### config.mk
export PLATFORM = sky130hd
export DESIGN_NAME = audio_mix_core
export DESIGN_NICKNAME = d
export VERILOG_FILES = /design/src/rtl/audio_mix_pkg.sv /design/src/rtl/audio_mix_sat.sv /design/src/rtl/audio_mix_core.sv
export SDC_FILE = /design/constraint.sdc
export NUM_CORES = 1
export LEC_CHECK = 0
export BUFFER_PORTS_ARGS = -buffer_cell sky130_fd_sc_hd__buf_4
export CAP_MARGIN = 20
export CORE_MARGIN = 2
export CORE_UTILIZATION = 59
export CTS_BUF_LIST = sky130_fd_sc_hd__clkbuf_4 sky130_fd_sc_hd__clkbuf_8 sky130_fd_sc_hd__clkbuf_16
export DETAILED_ROUTE_END_ITERATION = 8
export PLACE_DENSITY = 0.81
export SLEW_MARGIN = 0
export SYNTH_ARGS = -nofsm -noshare
export SYNTH_HDL_FRONTEND = slang
export SYNTH_SLANG_ARGS = --single-unit
### constraint.sdc
create_clock -name clk_sys -period 7.1 [get_ports clk_sys]
set_clock_uncertainty 0.15 [all_clocks]
set_input_delay 0.355 -clock clk_sys [delete_from_list [all_inputs] [get_ports clk_sys]]
set_output_delay 0.355 -clock clk_sys [all_outputs]
set_load 0.01 [all_outputs]
### src/rtl/audio_mix_pkg.sv
// Shared types and helpers for the time-multiplexed stereo mixer.
package audio_mix_pkg;

    typedef enum logic [1:0] {
        ST_IDLE  = 2'd0,
        ST_ACCUM = 2'd1,
        ST_SAT   = 2'd2
    } state_t;

    typedef struct packed {
        logic        clip;
        logic [63:0] val;
    } sat_res_t;

    // Sum of CHANNELS full-scale OUT_W terms plus a sign bit of headroom.
    function automatic int acc_width(input int channels, input int out_w);
        return out_w + $clog2(channels) + 1;
    endfunction

    function automatic sat_res_t sat_signed(input logic signed [63:0] v, input int out_w);
        logic signed [63:0] hi;
        logic signed [63:0] lo;
        sat_res_t           r;
        hi = (64'sd1 <<< (out_w - 1)) - 64'sd1;
        lo = -hi - 64'sd1;
        if (v > hi) begin
            r.val  = hi;
            r.clip = 1'b1;
        end else if (v < lo) begin
            r.val  = lo;
            r.clip = 1'b1;
        end else begin
            r.val  = v;
            r.clip = 1'b0;
        end
        return r;
    endfunction

endpackage

### src/rtl/audio_mix_sat.sv
// Combinational saturating narrow from a wide signed accumulator to OUT_W.
module audio_mix_sat
    import audio_mix_pkg::*;
#(
    parameter int IN_W  = 19,
    parameter int OUT_W = 16
) (
    input  logic signed [IN_W-1:0]  i_val,
    output logic signed [OUT_W-1:0] o_val,
    output logic                    o_clip
);

    sat_res_t          w_res;
    logic [63-OUT_W:0] w_unused_hi;

    always_comb begin
        w_res       = sat_signed(64'(i_val), OUT_W);
        o_val       = w_res.val[OUT_W-1:0];
        o_clip      = w_res.clip;
        w_unused_hi = w_res.val[63:OUT_W];
    end

endmodule

### src/rtl/audio_mix_core.sv
// Stereo mixer: snapshots N channels on ce_sample, accumulates one channel per clock
// through a shared multiplier, saturates and registers the result CHANNELS+1 clocks later.
module audio_mix_core
    import audio_mix_pkg::*;
#(
    parameter int CHANNELS = 4,
    parameter int IN_W     = 8,
    parameter int VOL_W    = 4,
    parameter int OUT_W    = 16
) (
    input  logic                      clk_sys,
    input  logic                      reset,
    input  logic                      ce_sample,
    input  logic [CHANNELS*IN_W-1:0]  ch_in,
    input  logic [CHANNELS-1:0]       ch_signed,
    input  logic [CHANNELS*VOL_W-1:0] ch_vol,
    input  logic [CHANNELS*2-1:0]     ch_pan,
    input  logic                      mute,
    output logic [OUT_W-1:0]          out_l,
    output logic [OUT_W-1:0]          out_r,
    output logic                      out_valid,
    output logic                      clip_l,
    output logic                      clip_r,
    output logic                      busy,
    output logic                      overrun
);

    localparam int ACC_W  = acc_width(CHANNELS, OUT_W);
    localparam int IDX_W  = (CHANNELS > 1) ? $clog2(CHANNELS) : 1;
    localparam int PROD_W = IN_W + VOL_W + 1;
    localparam int SHIFT  = OUT_W - IN_W - VOL_W;
    localparam logic [IDX_W-1:0] LAST_IDX = IDX_W'(CHANNELS - 1);
    localparam logic [IN_W-1:0]  OFFSET   = {1'b1, {(IN_W-1){1'b0}}};

    state_t                    r_state;
    state_t                    w_next;
    logic                      w_accept;
    logic [IDX_W-1:0]          r_idx;
    logic [CHANNELS*IN_W-1:0]  r_ch_in;
    logic [CHANNELS-1:0]       r_signed;
    logic [CHANNELS*VOL_W-1:0] r_vol;
    logic [CHANNELS*2-1:0]     r_pan;
    logic signed [ACC_W-1:0]   r_acc_l;
    logic signed [ACC_W-1:0]   r_acc_r;
    logic [OUT_W-1:0]          r_out_l;
    logic [OUT_W-1:0]          r_out_r;
    logic                      r_out_valid;
    logic                      r_clip_l;
    logic                      r_clip_r;
    logic                      r_overrun;

    logic [IN_W-1:0]           w_sel_in;
    logic [VOL_W-1:0]          w_sel_vol;
    logic signed [IN_W-1:0]    w_s;
    logic signed [PROD_W-1:0]  w_prod;
    logic signed [ACC_W-1:0]   w_term;
    logic                      w_pan_l;
    logic                      w_pan_r;
    logic signed [OUT_W-1:0]   w_sat_l;
    logic signed [OUT_W-1:0]   w_sat_r;
    logic                      w_clip_l;
    logic                      w_clip_r;

    always_ff @(posedge clk_sys or posedge reset) begin
        if (reset) r_state <= ST_IDLE;
        else       r_state <= w_next;
    end

    always_comb begin
        w_next   = r_state;
        w_accept = 1'b0;
        case (r_state)
            ST_IDLE: begin
                if (ce_sample) begin
                    w_next   = ST_ACCUM;
                    w_accept = 1'b1;
                end
            end
            ST_ACCUM: if (r_idx == LAST_IDX) w_next = ST_SAT;
            ST_SAT:   w_next = ST_IDLE;
            default:  w_next = ST_IDLE;
        endcase
    end

    // Shared multiplier: offset-binary inputs are recentred by flipping the MSB.
    always_comb begin
        w_sel_in  = r_ch_in[r_idx*IN_W +: IN_W];
        w_sel_vol = r_vol[r_idx*VOL_W +: VOL_W];
        w_pan_l   = r_pan[2*r_idx];
        w_pan_r   = r_pan[2*r_idx+1];
        w_s       = r_signed[r_idx] ? w_sel_in : (w_sel_in ^ OFFSET);
        w_prod    = PROD_W'(w_s) * $signed(PROD_W'(w_sel_vol));
        w_term    = ACC_W'(w_prod) <<< SHIFT;
    end

    always_ff @(posedge clk_sys or posedge reset) begin
        if (reset) begin
            r_idx       <= '0;
            r_ch_in     <= '0;
            r_signed    <= '0;
            r_vol       <= '0;
            r_pan       <= '0;
            r_acc_l     <= '0;
            r_acc_r     <= '0;
            r_out_l     <= '0;
            r_out_r     <= '0;
            r_out_valid <= 1'b0;
            r_clip_l    <= 1'b0;
            r_clip_r    <= 1'b0;
            r_overrun   <= 1'b0;
        end else begin
            r_out_valid <= 1'b0;
            r_overrun   <= ce_sample && (r_state != ST_IDLE);
            if (w_accept) begin
                r_ch_in  <= ch_in;
                r_signed <= ch_signed;
                r_vol    <= ch_vol;
                r_pan    <= ch_pan;
                r_acc_l  <= '0;
                r_acc_r  <= '0;
                r_idx    <= '0;
            end
            if (r_state == ST_ACCUM) begin
                if (w_pan_l) r_acc_l <= r_acc_l + w_term;
                if (w_pan_r) r_acc_r <= r_acc_r + w_term;
                r_idx <= r_idx + 1'b1;
            end
            if (r_state == ST_SAT) begin
                r_out_l     <= mute ? '0 : w_sat_l;
                r_out_r     <= mute ? '0 : w_sat_r;
                r_clip_l    <= w_clip_l && !mute;
                r_clip_r    <= w_clip_r && !mute;
                r_out_valid <= 1'b1;
            end
        end
    end

    audio_mix_sat #(.IN_W(ACC_W), .OUT_W(OUT_W)) u_sat_l (
        .i_val  (r_acc_l),
        .o_val  (w_sat_l),
        .o_clip (w_clip_l)
    );

    audio_mix_sat #(.IN_W(ACC_W), .OUT_W(OUT_W)) u_sat_r (
        .i_val  (r_acc_r),
        .o_val  (w_sat_r),
        .o_clip (w_clip_r)
    );

    assign out_l     = r_out_l;
    assign out_r     = r_out_r;
    assign out_valid = r_out_valid;
    assign clip_l    = r_clip_l;
    assign clip_r    = r_clip_r;
    assign busy      = (r_state != ST_IDLE);
    assign overrun   = r_overrun;

endmodule

==> results.ini, run 1 <==
[setup_path]
critical_path_required_ns=7.30
critical_path.max_fanout=12
r2r_slack_ns=0.82
r2r_start=r_idx[0]
timing.critical_path.to_type=flip-flop
start_kind=flip-flop
r2r_cells=22
arrival_ns=6.48
critical_path_class=flip-flop to flip-flop
timing.rr.end=r_acc_l[18]

[worst_hold_path]
hold_path.class=input port to flip-flop
beginning_of_the_worst_hold_path=ch_signed[2]
timing.hold.worst_path_depth=2
whs_endpoint=r_signed[2]

[global_routing]
overall_global_routing_usage=0.272
grt_remaining_overflow=0
grt_antenna_before_repair=0
grt_start_max_net_pins=90
vias_in_the_first_global_route=6457
grt_pass1_wl_mm=30.8

[synth]
synth_warnings=0
ys.flop_type=sky130_fd_sc_hd__dfrtp_1
syn-num-nets=902
yosys_register_bits=138
synth_largest_type_area_fraction=0.428
synth_top_area_cell=sky130_fd_sc_hd__dfrtp_1
syn_area_per_cell_um2=10.6
synth.lib_cells_used.distinct=43
synth_area_leaders=sky130_fd_sc_hd__dfrtp_1 43%, sky130_fd_sc_hd__ha_1 8.8%, sky130_fd_sc_hd__mux2_2 8.5%
mappedNetlistArea_um2=8070
synthCells=762
postSynth.asyncResetShare=1.00
synth-seq-area-share=0.428
synth_enable_flop_cells=0

[routing]
dr_total_vias=6157
dr.pass1.iters=6
routed_via_density=5.76
drt_drc_violations_left=0
wl_per_cell_um=17.4
drt_iter0_drc=328
finalWirelength_mm=18.6
detail-route-antenna-nets=0

[finish]
flow.area_growth_from_synthesis_pct=22.1
diodes=0
fin_nets=1020
layout.filler_cells=897
drive_above_1_share=0.244
finalNonFillerCells=1069

[placed_design]
port-buffer-count=100
finalWeightedCongestion=0.843
final_hpwl_dp_mm=12.6
placedCellCount=1017

[sta]
rsz0062_at_grt=no
maxSlewHeadroom=0.350
finalMaxSlewViolations=0
worst_pin_slew_ns=0.975
post-route-period-util=0.885
finalCriticalPeriod_ns=6.28
fmaxAchievable_mhz=159
report.final.setup_viol=0
finalHoldViolCount=0
setup_tns_ns=0

[clock_network]
worstSkewPairLatency_ns=0.44
clock_path_buffers=2
cts_sinks=138
number_of_buffers_created_by_cts=17
cts_repair_resize_count=0
holdBufCountCts=19
postCtsSetupRepairBufs=0
clk_pin_slew_ns=0.07
cts_root_buf=sky130_fd_sc_hd__clkbuf_16
tritoncts=yes
cts.htree.levels=4

[floorplan]
fp-row-count=42
die_y_um=121
initial_utilization=0.607
die_area_um2=14600
io_pins=101
core-area_um2=13300
fp.dieW_um=121

[run]
maxCapViolations=0

[run_status]
run_status=complete, no violations

-- cells by family (layout without fill, tap and decap cells) --
family / count (synthesis) / in the layout / synth area share
compound gates: 141 / 141 / 0.101
fa+ha+maj: 76 / 76 / 0.135
xor+xnor: 37 / 37 / 0.0411
flops: 138 / 138 / 0.428
simple gates: 211 / 211 / 0.126
buf+inv: 79 / 210 / 0.0381
mux: 80 / 80 / 0.131
-- state kept, by name, indices dropped and copies added, names as in the netlist --
register / count
out_l: 16
out_r: 16
r_pan: 8
clip_r: 1
r_acc_l: 19
clip_l: 1
r_signed: 4
out_valid: 1
r_ch_in: 32
r_acc_r: 19
r_idx: 2
r_state: 2
overrun: 1
r_vol: 16
-- cell usage in the layout, fill, tap and decap left out, types with 7 or more instances in the layout --
master	count
sky130_fd_sc_hd__xor2_1	14
sky130_fd_sc_hd__nor3_1	7
sky130_fd_sc_hd__a211oi_1	9
sky130_fd_sc_hd__o21ai_0	69
sky130_fd_sc_hd__mux4_2	12
sky130_fd_sc_hd__nand2b_1	7
sky130_fd_sc_hd__a21oi_1	32
sky130_fd_sc_hd__dfrtp_1	138
sky130_fd_sc_hd__buf_4	108
sky130_fd_sc_hd__nand3_1	39
sky130_fd_sc_hd__inv_1	49
sky130_fd_sc_hd__and2_1	35
sky130_fd_sc_hd__mux2_2	61
sky130_fd_sc_hd__nand2_1	93
sky130_fd_sc_hd__ha_1	57
sky130_fd_sc_hd__a21o_1	9
sky130_fd_sc_hd__xnor2_1	22
sky130_fd_sc_hd__dlygate4sd3_1	19
sky130_fd_sc_hd__fa_1	19
sky130_fd_sc_hd__clkbuf_16	17
sky130_fd_sc_hd__nor2_1	12
-- area by class of cell --
| type | instances | area, um^2 | area share |
|---|---|---|---|
| Multi-Input combinational cell | 545 | 4320 | 0.438 |
| Inverter | 50 | 190 | 0.0193 |
| Timing Repair Buffer | 128 | 1030 | 0.104 |
| Clock inverter | 14 | 209 | 0.0212 |
| Sequential cell | 138 | 3450 | 0.351 |
| Clock buffer | 18 | 433 | 0.0439 |
| Tap cell | 176 | 220 | 0.0224 |
-- worst max-delay path: stages (launching register included) --
cell,delay (ns)
sky130_fd_sc_hd__dfrtp_1,0.79
sky130_fd_sc_hd__mux4_2,0.67
sky130_fd_sc_hd__and2_1,0.18
sky130_fd_sc_hd__ha_1,0.27
sky130_fd_sc_hd__inv_1,0.05
sky130_fd_sc_hd__fa_1,0.50
sky130_fd_sc_hd__fa_1,0.54
sky130_fd_sc_hd__inv_1,0.05
sky130_fd_sc_hd__ha_1,0.33
sky130_fd_sc_hd__a21oi_1,0.22
sky130_fd_sc_hd__o21bai_1,0.10
sky130_fd_sc_hd__a21oi_1,0.22
sky130_fd_sc_hd__o21ai_0,0.19
sky130_fd_sc_hd__or4_1,0.42
sky130_fd_sc_hd__nand3_1,0.14
sky130_fd_sc_hd__ha_1,0.30
sky130_fd_sc_hd__nand2_1,0.11
sky130_fd_sc_hd__a21oi_1,0.05
sky130_fd_sc_hd__a211oi_1,0.30
sky130_fd_sc_hd__a21o_1,0.18
sky130_fd_sc_hd__a21oi_1,0.07
sky130_fd_sc_hd__mux2i_1,0.17
sky130_fd_sc_hd__mux2i_1,0.20
-- layer usage --
| metal | vias to the layer above | GRT usage | wire (um) |
|---|---|---|---|
| li1 | 2892 | - | - |
| met1 | 2996 | 0.309 | 7280 |
| met2 | 205 | 0.478 | 9560 |
| met3 | 64 | 0.0592 | 1010 |
| met4 | 0 | 0.140 | 732 |
| met5 | - | 0 | 0 |
-- cells in the mapped netlist (all sizes together) (5+ instances only) --
library cell  number
buf               11
nand3             39
ha                57
nand2             95
mux2i              5
fa                19
o21ai             69
nor3               7
o21bai             5
inv               50
a21o               9
mux2              61
and2              35
a211oi             9
xnor2             23
nand2b             7
a21oi             32
clkbuf            18
nor2              12
xor2              14
dfrtp            138
mux4              14
-- worst max path at each step --
stage / start / end / slack, ns
2_1_floorplan: r_idx[0] / r_acc_l[18] / 1.36
3_3_place_gp: r_idx[0] / r_acc_r[18] / 1.02
3_5_place_dp: r_idx[0] / r_acc_l[18] / 0.81
4_1_cts: r_idx[0] / r_acc_l[18] / 0.79
5_1_grt: r_idx[0] / r_acc_r[18] / 0.36
6_report: r_idx[0] / r_acc_l[18] / 0.82
-- stage by stage --
| stage | instance area, um^2 | util | setup WS [ns] | hold slack [ns] |
|---|---|---|---|---|
| floorplan | 8070 | - | 1.36 | 0.298 |
| global placement | 8990 | 0.676 | 1.02 | 0.303 |
| detailed placement | 8990 | 0.676 | 0.813 | 0.309 |
| CTS | 9820 | 0.739 | 0.788 | 0.000207 |
| global route | 9850 | 0.741 | 0.358 | 0.00251 |
| finish | 9850 | 0.741 | 0.820 | 0.00555 |
Power of run 1 is left out: the tool's default activity adds up to more than one toggle a clock period on the data nets, which glitch-free logic cannot reach.
==> run 2, diff against run 1 <==
MAX_ROUTING_LAYER = met4   (was unset)
SETUP_SLACK_MARGIN = 0.1   (was unset)
==> run 2 against run 1 <==
Effect of this change:
- cell area down 1.7%
- worst setup slack worse by 0.038 ns
- largest cell class unchanged
- sequential share of layout area up 0.61 points
- final cell count down 1.1%
- wire length down 7.5%
- fmax down 0.60%
- count of clock-buffer cells in the layout up 2
==> results.ini, run 2 (same netlist as run 1, synthesis figures left out) <==
[setup_path]
r2r_start=r_idx[0]
critical_path_class=flip-flop to flip-flop
timing.critical_path.to_type=flip-flop
r2r_slack_ns=0.78
timing.rr.end=r_acc_l[18]
start_kind=flip-flop
critical_path_required_ns=7.30
critical_path.max_fanout=12
arrival_ns=6.52
r2r_cells=21

[finish]
fin_nets=1008
diodes=0
largest_reg_flops=32
layout.filler_cells=898
drive_above_1_share=0.247
seq_area_um2=3450
layout_commonest_cell=sky130_fd_sc_hd__dfrtp_1
multiInputGateArea_um2=4320
largest_register=r_ch_in
layout_common_cells=138 x sky130_fd_sc_hd__dfrtp_1, 108 x sky130_fd_sc_hd__buf_4, 93 x sky130_fd_sc_hd__nand2_1
biggestRegsByFlops=r_ch_in (32), r_acc_l (19), r_acc_r (19)
flow.area_growth_from_synthesis_pct=20.0

[clock_network]
clk_pin_slew_ns=0.06
cts_root_buf=sky130_fd_sc_hd__clkbuf_16
number_of_buffers_created_by_cts=17
cts.htree.levels=4
worstSkewPairLatency_ns=0.43
cts_sinks=138
clock_path_buffers=2
tritoncts=yes

[global_routing]
grt_start_max_net_pins=90
vias_in_the_first_global_route=6275
grt_pass1_wl_mm=29.3
grt_antenna_before_repair=0
grt_remaining_overflow=0
overall_global_routing_usage=0.261

[floorplan]
initial_utilization=0.607
core-area_um2=13300
die_area_um2=14600
fp-row-count=42
fp.dieW_um=121
io_pins=101
die_y_um=121

[worst_hold_path]
hold_path.class=input port to flip-flop
timing.hold.worst_path_depth=2
whs_endpoint=r_vol[3]
beginning_of_the_worst_hold_path=ch_vol[3]

[sta]
maxSlewHeadroom=0.368
post-route-period-util=0.890
finalCriticalPeriod_ns=6.32
worst_pin_slew_ns=0.948
report.final.setup_viol=0
finalMaxSlewViolations=0
rsz0062_at_grt=no
finalHoldViolCount=0
fmaxAchievable_mhz=158
setup_tns_ns=0

[routing]
dr.pass1.iters=4
drt_drc_violations_left=0
finalWirelength_mm=17.2
dr_total_vias=5967
wl_per_cell_um=16.3
drt_iter0_drc=255
detail-route-antenna-nets=0
routed_via_density=5.65

[run]
maxCapViolations=0

[placed_design]
port-buffer-count=100
final_hpwl_dp_mm=12.5
finalWeightedCongestion=0.853

[run_status]
run_status=complete, no violations

run 2: per-stage QoR:
stage                     instances  hold slack, ns  worst slack (ns)  utilization  area (um^2)
after floorplan                 762           0.298              1.36            -         8070
after detailed placement       1017           0.307             0.783        0.676         8990
after global routing           1057         0.00772             0.280        0.728         9680
after global placement         1017           0.303              1.01        0.676         8990
after CTS                      1056        0.000553             0.748        0.726         9660
final                          1057          0.0103             0.782        0.728         9680
run 2: worst max-delay path, cell delays in order, from the launching register on:
cell                       delay [ns]
sky130_fd_sc_hd__dfrtp_1         0.78
sky130_fd_sc_hd__mux4_2          0.67
sky130_fd_sc_hd__and2_1          0.18
sky130_fd_sc_hd__ha_1            0.27
sky130_fd_sc_hd__inv_1           0.05
sky130_fd_sc_hd__fa_1            0.50
sky130_fd_sc_hd__fa_1            0.55
sky130_fd_sc_hd__inv_1           0.04
sky130_fd_sc_hd__ha_1            0.33
sky130_fd_sc_hd__a21oi_1         0.23
sky130_fd_sc_hd__o21bai_1        0.10
sky130_fd_sc_hd__a21oi_1         0.22
sky130_fd_sc_hd__o21ai_0         0.21
sky130_fd_sc_hd__xor2_1          0.41
sky130_fd_sc_hd__ha_1            0.35
sky130_fd_sc_hd__a21oi_1         0.19
sky130_fd_sc_hd__a21oi_1         0.10
sky130_fd_sc_hd__a211oi_1        0.28
sky130_fd_sc_hd__a21o_1          0.17
sky130_fd_sc_hd__a21oi_1         0.07
sky130_fd_sc_hd__mux2i_1         0.18
sky130_fd_sc_hd__mux2i_1         0.20
run 2: per-layer routing:
layer  up-vias  global-route usage  share of wire  routed length [um]
met5         -                   -              0                   0
met4         0               0.102          0.026                 454
met3        38              0.0555          0.047                 807
met2       155               0.439           0.50                8680
met1      2900               0.308           0.42                7250
li1       2874                   -              -                   -
run 2: worst max-delay path by stage:
stage                  start     endpoint  depth (start not counted)
global placement    r_idx[0]  r_acc_r[18]                         22
CTS                 r_idx[0]  r_acc_l[18]                         21
global route        r_idx[0]  r_acc_l[18]                         21
finish              r_idx[0]  r_acc_l[18]                         21
detailed placement  r_idx[0]  r_acc_l[18]                         21
floorplan           r_idx[0]  r_acc_l[18]                         24
run 2: timing repair:
item                                   4_1_cts  5_1_grt
setup buffers                                0        0
endpoints found under the hold margin       55        0
resized for setup                            0        0
hold buffers                                 7        0
run 2: final cells by class:
cell class	instances	share of cell area
inverters	50	0.0196
well taps	176	0.0227
repair buffers	116	0.0938
clock inverters	12	0.0143
clock buffers	20	0.0469
multi-input cells	545	0.446
flip-flops and latches	138	0.357
Power of run 2 is left out for the same reason.
==> run 3, diff against run 2 <==
CORE_UTILIZATION = 45   (was 59)
PLACE_DENSITY = unset   (was 0.81)
SLEW_MARGIN = unset   (was 0)
==> run 3 against run 2 <==
Effect of this change:
- utilization fell by 16 points
- die area increased by 30%
- count of clock-buffer cells in the layout decreased by 2
- worst setup slack gained 0.052 ns
- worst hold slack better by 0.0025 ns
- wire length grew 0.61%
- non-clock buffer count grew 16
- final cell count grew 6.1%
- global-route usage shrank 5.7 points
- cell area is 2.3% higher
- critical path type unchanged
- fmax rose by 0.84%
==> results.ini, run 3 (same netlist as run 1, synthesis figures left out) <==
[worst_hold_path]
timing.hold.worst_path_depth=2
beginning_of_the_worst_hold_path=ch_vol[9]
whs_endpoint=r_vol[9]
hold_path.class=input port to flip-flop

[clock_network]
tritoncts=yes
cts_repair_resize_count=0
cts.htree.levels=4
clock_path_buffers=2
number_of_buffers_created_by_cts=17
worstSkewPairLatency_ns=0.42
cts_root_buf=sky130_fd_sc_hd__clkbuf_16
cts_sinks=138
clk_pin_slew_ns=0.06

[sta]
maxSlewHeadroom=0.395
worst_pin_slew_ns=0.904
fmaxAchievable_mhz=160
post-route-period-util=0.882
report.final.setup_viol=0
setup_tns_ns=0
finalCriticalPeriod_ns=6.27
rsz0062_at_grt=no
finalMaxSlewViolations=0
finalHoldViolCount=0

[setup_path]
critical_path.max_fanout=11
r2r_cells=22
worst_path_largest_cell_delay_ns=0.70
path_cells=buf_4, mux4_2, and2_1, ha_1, fa_1, inv_1, fa_1, inv_1, ha_1, inv_1, o21bai_1, a21oi_1, o21ai_0, xor2_1, ha_1, a21oi_1, a21oi_1, a211oi_1, a21o_1, a21oi_1, mux2i_1, mux2i_1
critical_path_class=flip-flop to flip-flop
timing.critical_path.buf_inv=4
critical_path_required_ns=7.30
timing.rr.end=r_acc_l[18]
critPathMostFrequentCell=sky130_fd_sc_hd__a21oi_1
crit_path_top_delay_cell=sky130_fd_sc_hd__dfrtp_1
start_kind=flip-flop
kind_of_cell_with_the_highest_combined_delay_on_the_critical_path=adder cells
arrival_ns=6.46
r2r_start=r_idx[0]
r2r_slack_ns=0.83
timing.critical_path.to_type=flip-flop

[global_routing]
vias_in_the_first_global_route=6125
grt_start_max_net_pins=92
grt_antenna_before_repair=0
grt_pass1_wl_mm=29.3
grt_remaining_overflow=0
overall_global_routing_usage=0.204

[routing]
wl_per_cell_um=15.4
finalWirelength_mm=17.3
routed_via_density=5.17
detail-route-antenna-nets=0
dr.pass1.iters=5
dr_total_vias=5804
drt_iter0_drc=243
drt_drc_violations_left=0

[floorplan]
core-area_um2=17400
fp.dieW_um=138
io_pins=101
die_area_um2=19000
fp-row-count=48
die_y_um=138
initial_utilization=0.463

[finish]
flow.area_growth_from_synthesis_pct=22.7
biggestRegsByFlops=r_ch_in (32), r_acc_l (19), r_acc_r (19)
layout_common_cells=138 x sky130_fd_sc_hd__dfrtp_1, 109 x sky130_fd_sc_hd__buf_4, 93 x sky130_fd_sc_hd__nand2_1
layout_commonest_cell=sky130_fd_sc_hd__dfrtp_1
drive_above_1_share=0.243
fin_nets=1024
largest_reg_flops=32
largest_register=r_ch_in
layout.filler_cells=1536
diodes=0

[placed_design]
final_hpwl_dp_mm=12.9
finalWeightedCongestion=0.932
port-buffer-count=100

[run_status]
run_status=complete, no violations

[run]
maxCapViolations=0

[run 3: cell types whose count changed in the layout (fill, tap and decap cells not counted), sizes merged]
cell         change
bufinv           +1
clkbuf           -2
clkinv           +4
clkinvlp         -2
dlygate4sd3     +16
inv              -1
[run 3: cell type report]
type	count	area (um^2)	area share
Sequential cell	138	3450	0.349
Multi-Input combinational cell	545	4320	0.436
Tap cell	225	282	0.0284
Clock buffer	18	439	0.0444
Clock inverter	14	169	0.0171
Timing Repair Buffer	132	1050	0.106
Inverter	50	193	0.0195
[run 3: how the worst max path moves through the flow]
stage	start	to	slack (ns)	depth (start not counted)
final	r_idx[0]	r_acc_l[18]	0.83	22
after global routing	r_idx[0]	r_acc_l[18]	0.34	22
after CTS	r_idx[0]	r_acc_l[18]	0.80	22
after detailed placement	r_idx[0]	r_acc_l[18]	0.84	22
after global placement	r_idx[0]	r_acc_r[18]	1.01	22
after floorplan	r_idx[0]	r_acc_l[18]	1.36	24
[run 3: per-stage QoR]
stage	std cells	worst slack (ns)	util	hold slack, ns	area (um^2)
final	1122	0.834	0.569	0.0128	9900
after global routing	1122	0.340	0.569	0.00302	9900
after CTS	1122	0.805	0.569	0.0000245	9900
after detailed placement	1067	0.840	0.520	0.307	9060
after global placement	1067	1.01	0.520	0.303	9060
after floorplan	762	1.36	-	0.298	8070
[run 3: repair_timing]
| item | in CTS | in global routing |
|---|---|---|
| hold buffers | 23 | 0 |
| endpoints found under the hold margin | 112 | 0 |
| setup endpoints to repair | 0 | 0 |
| setup buffers | 0 | 0 |
[run 3: metal layers]
layer,global-route usage,up-vias,part of all wire
met5,-,-,0
met4,0.0737,0,0.023
met3,0.0424,28,0.048
met2,0.335,143,0.47
met1,0.251,2731,0.46
li1,-,2902,-
Power of run 3 is left out for the same reason.
